[src/rtl/ram_arb_pkg.sv]
// ram_arb_pkg: shared types and helpers for the RAM port arbiter.
//   arb_state_t : arbiter FSM state (IDLE = no owner, OWN = owner holds RAM)
//   rr_pick     : round-robin selection, first requester after 'last', wrapping
//   MAX_NREQ    : widest requester vector rr_pick accepts
package ram_arb_pkg;

  localparam int unsigned MAX_NREQ = 32;
  localparam int unsigned MAX_IW   = $clog2(MAX_NREQ);

  typedef enum logic {
    IDLE = 1'b0,
    OWN  = 1'b1
  } arb_state_t;

  // Scans (last+1) .. (last+n) mod n and returns the first asserted index.
  // Returns 0 when nothing is requesting; callers gate with |req.
  function automatic int unsigned rr_pick(input logic [MAX_NREQ-1:0] req,
                                          input int unsigned         last,
                                          input int unsigned         n);
    int unsigned idx;
    logic        found;
    rr_pick = 0;
    found   = 1'b0;
    for (int unsigned i = 1; i <= MAX_NREQ; i++) begin
      idx = last + i;
      if (idx >= n) idx = idx - n;
      if (!found && (i <= n)) begin
        if (req[idx[MAX_IW-1:0]]) begin
          found   = 1'b1;
          rr_pick = idx;
        end
      end
    end
  endfunction

endpackage

[src/rtl/ram_arbiter_if.sv]
// ram_arbiter_if: bundle of the core-side requests, the testbench override
// and the RAM port of the arbiter.
//   req_ren/req_wen/req_addr/req_store : per-requester request (to arbiter)
//   req_wait/req_load                  : per-requester hold + broadcast read data
//   tb_ctrl/tb_ren/tb_wen/tb_addr/tb_store : testbench override of the RAM port
//   ram_ren/ram_wen/ram_addr/ram_store : arbiter -> RAM
//   ram_load/ram_ready                 : RAM -> arbiter
// Modports: master = environment (cores, testbench, RAM); slave = arbiter.
interface ram_arbiter_if #(
  parameter int unsigned NREQ = 2,
  parameter int unsigned AW   = 32,
  parameter int unsigned DW   = 32
);
  logic [NREQ-1:0]         req_ren;
  logic [NREQ-1:0]         req_wen;
  logic [NREQ-1:0][AW-1:0] req_addr;
  logic [NREQ-1:0][DW-1:0] req_store;
  logic [NREQ-1:0]         req_wait;
  logic [DW-1:0]           req_load;

  logic                    tb_ctrl;
  logic                    tb_ren;
  logic                    tb_wen;
  logic [AW-1:0]           tb_addr;
  logic [DW-1:0]           tb_store;

  logic                    ram_ren;
  logic                    ram_wen;
  logic [AW-1:0]           ram_addr;
  logic [DW-1:0]           ram_store;
  logic [DW-1:0]           ram_load;
  logic                    ram_ready;

  modport master (
    output req_ren, req_wen, req_addr, req_store,
    input  req_wait, req_load,
    output tb_ctrl, tb_ren, tb_wen, tb_addr, tb_store,
    input  ram_ren, ram_wen, ram_addr, ram_store,
    output ram_load, ram_ready
  );

  modport slave (
    input  req_ren, req_wen, req_addr, req_store,
    output req_wait, req_load,
    input  tb_ctrl, tb_ren, tb_wen, tb_addr, tb_store,
    output ram_ren, ram_wen, ram_addr, ram_store,
    input  ram_load, ram_ready
  );
endinterface

[src/rtl/ram_arbiter_rr_picker.sv]
// rr_picker: combinational round-robin selector of width NREQ.
//   i_req   : request vector
//   i_last  : index of the previous owner (search starts one past it)
//   o_valid : at least one request asserted
//   o_idx   : winning index
module rr_picker
  import ram_arb_pkg::*;
#(
  parameter int unsigned NREQ = 2,
  parameter int unsigned IW   = 1
) (
  input  logic [NREQ-1:0] i_req,
  input  logic [IW-1:0]   i_last,
  output logic            o_valid,
  output logic [IW-1:0]   o_idx
);

  logic [MAX_NREQ-1:0] w_req_ext;

  always_comb begin
    w_req_ext            = '0;
    w_req_ext[NREQ-1:0]  = i_req;
    o_valid              = |i_req;
    o_idx                = IW'(rr_pick(w_req_ext, 32'(i_last), NREQ));
  end

endmodule

[src/rtl/ram_arbiter.sv]
// ram_arbiter: N-requester round-robin arbiter for the shared RAM port.
// The grant is registered (IDLE -> OWN) and held until ram_ready or until
// the owner drops its request; tb_ctrl overrides the RAM port at any time.
//   CLK, RST : clock, asynchronous active-high reset
//   bus      : ram_arbiter_if.slave (requests, waits, override, RAM port)
// Optional macro RAM_ARB_PERF_EN adds:
//   perf_grants : NREQ x 32 saturating count of completed accesses
//   perf_stall  : NREQ x 32 saturating count of cycles with req_wait=1
module ram_arbiter
  import ram_arb_pkg::*;
#(
  parameter int unsigned NREQ = 2,
  parameter int unsigned AW   = 32,
  parameter int unsigned DW   = 32
) (
  input  logic               CLK,
  input  logic               RST,
  ram_arbiter_if.slave       bus
`ifdef RAM_ARB_PERF_EN
  ,
  output logic [NREQ*32-1:0] perf_grants,
  output logic [NREQ*32-1:0] perf_stall
`endif
);

  localparam int unsigned IW = $clog2(NREQ);

  arb_state_t      r_state;
  arb_state_t      w_state_nxt;
  logic [IW-1:0]   r_owner;
  logic [IW-1:0]   r_last;
  logic [IW-1:0]   w_owner_nxt;
  logic [IW-1:0]   w_last_nxt;

  logic [NREQ-1:0] w_req;
  logic            w_pick_valid;
  logic [IW-1:0]   w_pick_idx;
  logic            w_own_ren;
  logic            w_own_wen;
  logic [AW-1:0]   w_own_addr;
  logic [DW-1:0]   w_own_store;
  logic            w_own_act;
  logic            w_done;
  logic [NREQ-1:0] w_wait;

  logic            w_ram_ren;
  logic            w_ram_wen;
  logic [AW-1:0]   w_ram_addr;
  logic [DW-1:0]   w_ram_store;
  logic [DW-1:0]   w_req_load;

  assign w_req       = bus.req_ren | bus.req_wen;
  assign w_own_ren   = bus.req_ren[r_owner];
  assign w_own_wen   = bus.req_wen[r_owner];
  assign w_own_addr  = bus.req_addr[r_owner];
  assign w_own_store = bus.req_store[r_owner];
  assign w_own_act   = (r_state == OWN) && (w_own_ren || w_own_wen);
  // Completion only exists on the core path; the override suppresses it so
  // that every asserted wait stays high while the testbench owns the RAM.
  assign w_done      = (r_state == OWN) && bus.ram_ready && !bus.tb_ctrl;

  rr_picker #(
    .NREQ (NREQ),
    .IW   (IW)
  ) u_picker (
    .i_req   (w_req),
    .i_last  (r_last),
    .o_valid (w_pick_valid),
    .o_idx   (w_pick_idx)
  );

  always_ff @(posedge CLK or posedge RST) begin
    if (RST) begin
      r_state <= IDLE;
      r_owner <= '0;
      r_last  <= IW'(NREQ - 1);
    end else begin
      r_state <= w_state_nxt;
      r_owner <= w_owner_nxt;
      r_last  <= w_last_nxt;
    end
  end

  always_comb begin
    w_state_nxt = r_state;
    w_owner_nxt = r_owner;
    w_last_nxt  = r_last;
    if (bus.tb_ctrl) begin
      // Override aborts any core access without advancing fairness.
      w_state_nxt = IDLE;
    end else begin
      unique case (r_state)
        IDLE: begin
          if (w_pick_valid) begin
            w_state_nxt = OWN;
            w_owner_nxt = w_pick_idx;
          end
        end
        OWN: begin
          if (!w_own_act || bus.ram_ready) begin
            w_state_nxt = IDLE;
            w_last_nxt  = r_owner;
          end
        end
        default: w_state_nxt = IDLE;
      endcase
    end
  end

  always_comb begin
    w_ram_ren   = 1'b0;
    w_ram_wen   = 1'b0;
    w_ram_addr  = '0;
    w_ram_store = '0;
    w_req_load  = '0;
    if (bus.tb_ctrl) begin
      w_ram_ren   = bus.tb_ren;
      w_ram_wen   = bus.tb_wen;
      w_ram_addr  = bus.tb_addr;
      w_ram_store = bus.tb_store;
    end else if (w_own_act) begin
      w_ram_wen   = w_own_wen;
      w_ram_ren   = w_own_ren && !w_own_wen;
      w_ram_addr  = w_own_addr;
      w_ram_store = w_own_store;
    end
    if (w_done) begin
      w_req_load = bus.ram_load;
    end
  end

  always_comb begin
    w_wait = '0;
    for (int unsigned i = 0; i < NREQ; i++) begin
      w_wait[i] = w_req[i] && !(w_done && (r_owner == IW'(i)));
    end
  end

  assign bus.ram_ren   = w_ram_ren;
  assign bus.ram_wen   = w_ram_wen;
  assign bus.ram_addr  = w_ram_addr;
  assign bus.ram_store = w_ram_store;
  assign bus.req_load  = w_req_load;
  assign bus.req_wait  = w_wait;

`ifdef RAM_ARB_PERF_EN
  logic [NREQ-1:0][31:0] r_grants;
  logic [NREQ-1:0][31:0] r_stall;

  always_ff @(posedge CLK or posedge RST) begin
    if (RST) begin
      r_grants <= '0;
      r_stall  <= '0;
    end else begin
      for (int unsigned i = 0; i < NREQ; i++) begin
        if (w_done && w_own_act && (r_owner == IW'(i)) && (r_grants[i] != '1)) begin
          r_grants[i] <= r_grants[i] + 32'd1;
        end
        if (w_wait[i] && (r_stall[i] != '1)) begin
          r_stall[i] <= r_stall[i] + 32'd1;
        end
      end
    end
  end

  assign perf_grants = r_grants;
  assign perf_stall  = r_stall;
`endif

endmodule

[src/flat_wrapper.sv]
// flat-port wrapper written by rule: the top's interface ports become plain ports
module ram_arbiter_flat import ram_arb_pkg::*;
#(
  parameter int unsigned NREQ = 2,
  parameter int unsigned AW   = 32,
  parameter int unsigned DW   = 32
)
  (CLK, RST, bus_req_ren, bus_req_wen, bus_req_addr, bus_req_store, bus_req_wait, bus_req_load, bus_tb_ctrl, bus_tb_ren, bus_tb_wen, bus_tb_addr, bus_tb_store, bus_ram_ren, bus_ram_wen, bus_ram_addr, bus_ram_store, bus_ram_load, bus_ram_ready);
  ram_arbiter_if #(.NREQ(NREQ), .AW(AW), .DW(DW)) bus_i ();
  input  logic CLK;
  input  logic RST;
  input wire logic [$bits(bus_i.req_ren)-1:0] bus_req_ren;
  input wire logic [$bits(bus_i.req_wen)-1:0] bus_req_wen;
  input wire logic [$bits(bus_i.req_addr)-1:0] bus_req_addr;
  input wire logic [$bits(bus_i.req_store)-1:0] bus_req_store;
  output wire logic [$bits(bus_i.req_wait)-1:0] bus_req_wait;
  output wire logic [$bits(bus_i.req_load)-1:0] bus_req_load;
  input wire logic [$bits(bus_i.tb_ctrl)-1:0] bus_tb_ctrl;
  input wire logic [$bits(bus_i.tb_ren)-1:0] bus_tb_ren;
  input wire logic [$bits(bus_i.tb_wen)-1:0] bus_tb_wen;
  input wire logic [$bits(bus_i.tb_addr)-1:0] bus_tb_addr;
  input wire logic [$bits(bus_i.tb_store)-1:0] bus_tb_store;
  output wire logic [$bits(bus_i.ram_ren)-1:0] bus_ram_ren;
  output wire logic [$bits(bus_i.ram_wen)-1:0] bus_ram_wen;
  output wire logic [$bits(bus_i.ram_addr)-1:0] bus_ram_addr;
  output wire logic [$bits(bus_i.ram_store)-1:0] bus_ram_store;
  input wire logic [$bits(bus_i.ram_load)-1:0] bus_ram_load;
  input wire logic [$bits(bus_i.ram_ready)-1:0] bus_ram_ready;
  assign bus_i.req_ren = bus_req_ren;
  assign bus_i.req_wen = bus_req_wen;
  assign bus_i.req_addr = bus_req_addr;
  assign bus_i.req_store = bus_req_store;
  assign bus_req_wait = bus_i.req_wait;
  assign bus_req_load = bus_i.req_load;
  assign bus_i.tb_ctrl = bus_tb_ctrl;
  assign bus_i.tb_ren = bus_tb_ren;
  assign bus_i.tb_wen = bus_tb_wen;
  assign bus_i.tb_addr = bus_tb_addr;
  assign bus_i.tb_store = bus_tb_store;
  assign bus_ram_ren = bus_i.ram_ren;
  assign bus_ram_wen = bus_i.ram_wen;
  assign bus_ram_addr = bus_i.ram_addr;
  assign bus_ram_store = bus_i.ram_store;
  assign bus_i.ram_load = bus_ram_load;
  assign bus_i.ram_ready = bus_ram_ready;
  ram_arbiter #(.NREQ(NREQ), .AW(AW), .DW(DW)) u_core (.CLK(CLK), .RST(RST), .bus(bus_i));
endmodule
[config.mk]
export PLATFORM = sky130hd
export DESIGN_NAME = ram_arbiter_flat
export DESIGN_NICKNAME = d
export VERILOG_FILES = /design/src/rtl/ram_arb_pkg.sv /design/src/rtl/ram_arbiter_if.sv /design/src/rtl/ram_arbiter_rr_picker.sv /design/src/rtl/ram_arbiter.sv /design/src/flat_wrapper.sv
export SDC_FILE = /design/constraint.sdc
export NUM_CORES = 1
export LEC_CHECK = 0
export ABC_AREA = 1
export BUFFER_PORTS_ARGS = -buffer_cell sky130_fd_sc_hd__buf_2
export CELL_PAD_IN_SITES_DETAIL_PLACEMENT = 2
export CELL_PAD_IN_SITES_GLOBAL_PLACEMENT = 2
export CORE_ASPECT_RATIO = 1.25
export CORE_UTILIZATION = 11
export CTS_CLUSTER_DIAMETER = 50
export CTS_CLUSTER_SIZE = 24
export DETAILED_ROUTE_END_ITERATION = 7
export GPL_TIMING_DRIVEN = 1
export PLACE_DENSITY = 0.87
export SLEW_MARGIN = 20
export SYNTH_ARGS = -nofsm -noshare
export SYNTH_HDL_FRONTEND = slang
export SYNTH_SLANG_ARGS = --single-unit
export TNS_END_PERCENT = 50
[constraint.sdc]
create_clock -name CLK -period 2.9 [get_ports CLK]
set_input_delay 0.435 -clock CLK [delete_from_list [all_inputs] [get_ports CLK]]
set_output_delay 0.435 -clock CLK [all_outputs]
set_load 0.02 [all_outputs]
== Word level (Yosys, flattened, before mapping) ==
Cells that the tools add are included.
Storage, ports and cells
  bits in registers: 3
  input bits: 234
  output and inout port bits: 100
  logic and storage cells: 65
Operators by class
  add/sub/neg operators: 4
  magnitude comparators: 5
  multiplexer cells: 31
  bitwise gates (word level): 4
  reduce and logical (&&, ||, !) cells: 18
Operators by type and width (number)
  $mux 32: 9
  $mux 1: 17
  $lt 5x6->1 const B: 2
  $bmux 1 s5: 2
  $mux 5: 2
  $logic_and 1x1->1: 8
  $reduce_and 3->1: 2
  $logic_not 1->1: 5
  $sub 3x2->4 const B: 1
  $add 1x2->3 const B: 1
  $ge 3x2->1 const B: 1
  $not 1->1: 3
  $sub 2x2->3 const B: 1
  $add 1x1->2 const B: 1
  $ge 2x2->1 const B: 1
  $logic_or 1x1->1: 2
  $lt 1x2->1 const B: 1
  $or 2x2->2: 1
  $pmux 1 s2: 1
  $reduce_or 2->1: 1

== Depth between registers and ports, before layout ==
  word-level depth: 9
  depth in mapped cells: 8
  gate-level depth less buffers: 8

== Cells and area by module ==
From an unflattened synthesis, not the netlist that was laid out.
Unflattened totals
  cells, all modules: 466
  area total of the unflattened synthesis: 2108.3 um^2
By module, submodules not included
  ram_arbiter: times used 1, cells an instance 463, area an instance 2093.3 um^2, seq. area each 76.3 um^2
  rr_picker: times used 1, cells an instance 3, area an instance 15.0 um^2, seq. area each 0.0 um^2

== Worst setup path before layout ==
No wires, ideal clock.
  path type: input-to-output
  from: in bus_tb_ctrl
  to: out bus_ram_addr[0]
  arrival: 1437 ps
  required time: 2465 ps
  path slack: 1028 ps
  cell stages on the path: 5
  buffers on the path: 2
  cell sequence: buf_2 clkbuf_1 a21oi_1 o21ai_0 o21ai_0
On the way
  longest elaborated chain between the ends: 1
RTL lines
  start: declaration: RTL line flat_wrapper.sv:18  | input wire logic [$bits(bus_i.tb_ctrl)-1:0] bus_tb_ctrl;
  $mux 32: RTL line ram_arbiter.sv:116  | if (bus.tb_ctrl) begin
  end: declaration: RTL line flat_wrapper.sv:25  | output wire logic [$bits(bus_i.ram_addr)-1:0] bus_ram_addr;
Every way passes these cells.

== Worst setup path after layout ==
  from: reg u_core.r_owner
  to: out bus_ram_addr[7]
On the way
  longest elaborated chain between the ends: 6
  elaborated cells on any way between the ends: 10
  classes of those cells: 8 x mux; 2 x reduce/logical
RTL lines
  start: declaration: RTL line ram_arbiter.sv:30  | logic [IW-1:0] r_owner;
  start signal: assignment: RTL line ram_arbiter.sv:79  | r_owner <= w_owner_nxt;
  $mux 1 (on tied branches) (2 in series): RTL line ram_arbiter.sv:53, ram_arbiter.sv:54
  $logic_or 1x1->1: RTL line ram_arbiter.sv:57  | assign w_own_act = (r_state == OWN) && (w_own_ren || w_own_wen);
  $logic_and 1x1->1: RTL line ram_arbiter.sv:57
  $mux 32 *: RTL line ram_arbiter.sv:121  | end else if (w_own_act) begin
  $mux 32 *: RTL line ram_arbiter.sv:116
Mark *: on every way between the ends. The rest lies on a longest branch, timed or not. The select of a mux whose other input is x is not followed.

==> impl_metrics.tcl <==
set metrics [dict create \
    status "finished, final reports clean" \
    slowest_delay_ns 0.50 \
    p_leak_nw 2.615 \
    synth-compound-area-share 0.4628 \
    critPathArrivalTime_ns 1.80 \
    critPathMaxFanout 64 \
    cts_resized 0 \
    finalHoldViolCount 0 \
    met2_usage 0.2691 \
    dp_slack_ns 0.8227 \
    cellPowerDensity_mw_per_mm2 330.6 \
    fp.dieArea_mm2 0.02090 \
    drt_iter0_markers 112 \
    coreArea_mm2 0.01968 \
    postRouteAntennaNets 0 \
    synth_nets 702 \
    avgRoutedWirePerCell_um 14.89 \
    hold_class "in2async" \
    yosysSeqAreaShare 0.03414 \
    areaGrowthSynthToFinish_pct 85.79 \
    cts_buffer_depth 2 \
    period_minus_slack_ns 2.239 \
    die_h_um 161.4 \
    syn_avg_cell_area_um2 4.778 \
    synth_cell_types 20 \
    fmax_mhz 446.6 \
    io_pins 334 \
    fp-row-count 57 \
    routabilityCongestion 0.7966 \
    synth_fa_ha_area_frac 0 \
    synth_top_area_cell "inv_1" \
    cts_root_buf "clkbuf_16" \
    drv_slew 0 \
    hold_buffers 0 \
    crit_path_start_kind "register" \
    synth_seq_cells 3 \
    crit_type "reg2out" \
    max_slew_margin 0.6672 \
    initial_utilization 0.1136 \
    clk_pin_slew_ns 0.03 \
    vias 4217 \
    setup_ws_ns 0.6607 \
    cts.sinks 3 \
    first_pass_iters 4 \
    netlist_instances 468 \
    period_share 0.7722 \
    grt_pass1_vias 4432 \
    port_buffers 333 \
    fin_skew_ns 0.002508 \
    htree_levels 1 \
    synthTopCellsByArea "inv_1 18%, o21ai_0 17%, a21oi_1 14%" \
    synthMuxAreaShare 0 \
    grt_max_degree 85 \
    via_per_inst 4.059 \
    final_nets 1007 \
    r2r_cells 8 \
    cpMaxStageDelayCell "dfrtp_4" \
    cts_tree "yes" \
    synth-edff-count 0 \
    vdd_ir_drop_max_mv 0.1801 \
    worst_pin_slew_ns 0.4991 \
    netlist_area_mm2 0.002236 \
    cts_setup_buffers 0 \
    insertion_delay_ns 0.23 \
    yosysTopAreaCellShare 0.1796 \
    required_ns 2.47 \
    drc 0 \
    path_cells "nand2_1 > nand2_2 > nand2_4 > nand2_8 > o21ai_1 > buf_2" \
    wl_um 15470 \
    r2r_slack_ns 1.70 \
    grt-ovfl-total 0 \
    synth-simple-area-share 0.2177 \
    grt.total_usage 0.1393 \
    yosys.cell_count.top_type "inv_1" \
    cap_violations 0 \
    grt_use_met1 0.1482 \
    finalSetupViolations 0 \
    async_flop_share 1.000 \
    synth_common_cells "107 x inv_1, 78 x nand2_1, 74 x o21ai_0, 64 x a21oi_1, 50 x o21ai_1" \
    rr_startpoint "u_core.r_owner$_DFFE_PP0P_" \
    worst_setup_path_end_kind "output port" \
    ys.flop_type "dfrtp_1" \
    grt_most_used_layer "met2" \
    setup_tns_ns 0 \
    synth_top_family_by_area "compound AO/OA/AOI/OAI gates" \
    grt_pass1_wl_um 22710 \
    drive_above_1_share 0.4663 \
    die_x_um 129.5 \
    use_met3 0.03577 \
    rsz0062_at_grt "false" \
    yosys_warnings 0 \
    numCtsBuffers 3 \
    place_hpwl_um 13090 \
    reg2reg_to "u_core.r_last$_DFFE_PP1P_" \
    synth_xor_area_frac 0 \
    antenna_found_initial 4 \
]
-- layout by cell type (no fill, tap or decap) --
cell	n
inv_1	107
buf_4	4
o21ai_2	10
clkbuf_16	3
nand2_8	1
nor2_1	34
nand2_1	78
inv_2	1
a21oi_1	64
o21ai_1	50
nand3_1	2
dfstp_2	1
nand2_2	3
diode_2	2
a31oi_1	1
nand2_4	1
buf_2	332
clkbuf_1	1
o21ai_0	74
dfrtp_1	1
dfrtp_4	1
buf_12	2
nor2_2	1
-- power breakdown --
part           total, mW  internal (mW)  switching [mW]
Clock              0.220          0.181          0.0383
Combinational       1.08          0.366           0.710
Sequential        0.0783         0.0623          0.0160
-- worst max-delay path: cells and delay by family, from the launching register on --
| kind | cells | cell delay [ns] |
|---|---|---|
| simple gates | 4 | 0.54 |
| flops | 1 | 0.50 |
| compound gates | 1 | 0.30 |
| buf+inv | 1 | 0.21 |
-- metrics by stage --
stage	util	hold slack (ns)	std cells	power [mW]	area, µm²
after floorplan	-	0.1879	468	0.7836	2236
after global placement	0.2068	0.3237	1033	1.139	4070
after detailed placement	0.2068	0.3329	1033	1.176	4070
after CTS	0.2108	0.1054	1037	1.404	4149
after global routing	0.2109	0.1145	1038	1.502	4151
final	0.2110	0.09549	1039	1.373	4154
-- cells by family (layout without fill, tap and decap cells) --
| group | after synthesis | count (layout) |
|---|---|---|
| AO/OA/AOI/OAI | 199 | 199 |
| buffers and inverters | 146 | 450 |
| flip-flops | 3 | 3 |
| other | 0 | 2 |
| AND/OR/NAND/NOR | 120 | 120 |
-- sequential cells by signal (all words and copies together), names as in the netlist --
| signal | flops |
|---|---|
| u_core.r_last | 1 |
| u_core.r_owner | 1 |
| u_core.r_state | 1 |
-- cell type report --
| cell class | instances | area [µm²] |
|---|---|---|
| fill | 2602 | 15530 |
| timing repair buffer | 338 | 1732 |
| multi-input combinational | 319 | 1521 |
| inverter | 108 | 405.4 |
| tap | 265 | 331.6 |
| sequential | 3 | 80.08 |
| clock buffer | 4 | 78.83 |
| antenna | 2 | 5.005 |
-- metal layers --
| layer | share of wire | routed length (µm) | up-vias |
|---|---|---|---|
| li1 | - | - | 2076 |
| met4 | 0.016 | 248 | 2 |
| met2 | 0.53 | 8122 | 162 |
| met5 | 0.00078 | 12 | - |
| met3 | 0.073 | 1123 | 23 |
| met1 | 0.39 | 5961 | 1954 |
-- worst max-delay path by stage --
stage                                    start  slack, ns               to  cells after the start
detailed placement              bus_req_wen[0]       0.82  bus_ram_addr[7]                      8
floorplan                          bus_tb_ctrl       1.03  bus_ram_addr[0]                      5
finish              u_core.r_owner$_DFFE_PP0P_       0.66  bus_ram_addr[7]                      6
global route        u_core.r_owner$_DFFE_PP0P_       0.52  bus_ram_addr[7]                      6
global placement                   bus_tb_ctrl       0.81      bus_ram_ren                      5
CTS                 u_core.r_owner$_DFFE_PP0P_       0.64  bus_ram_addr[7]                      7
No activity file was read; power rests on OpenSTA's default activity.
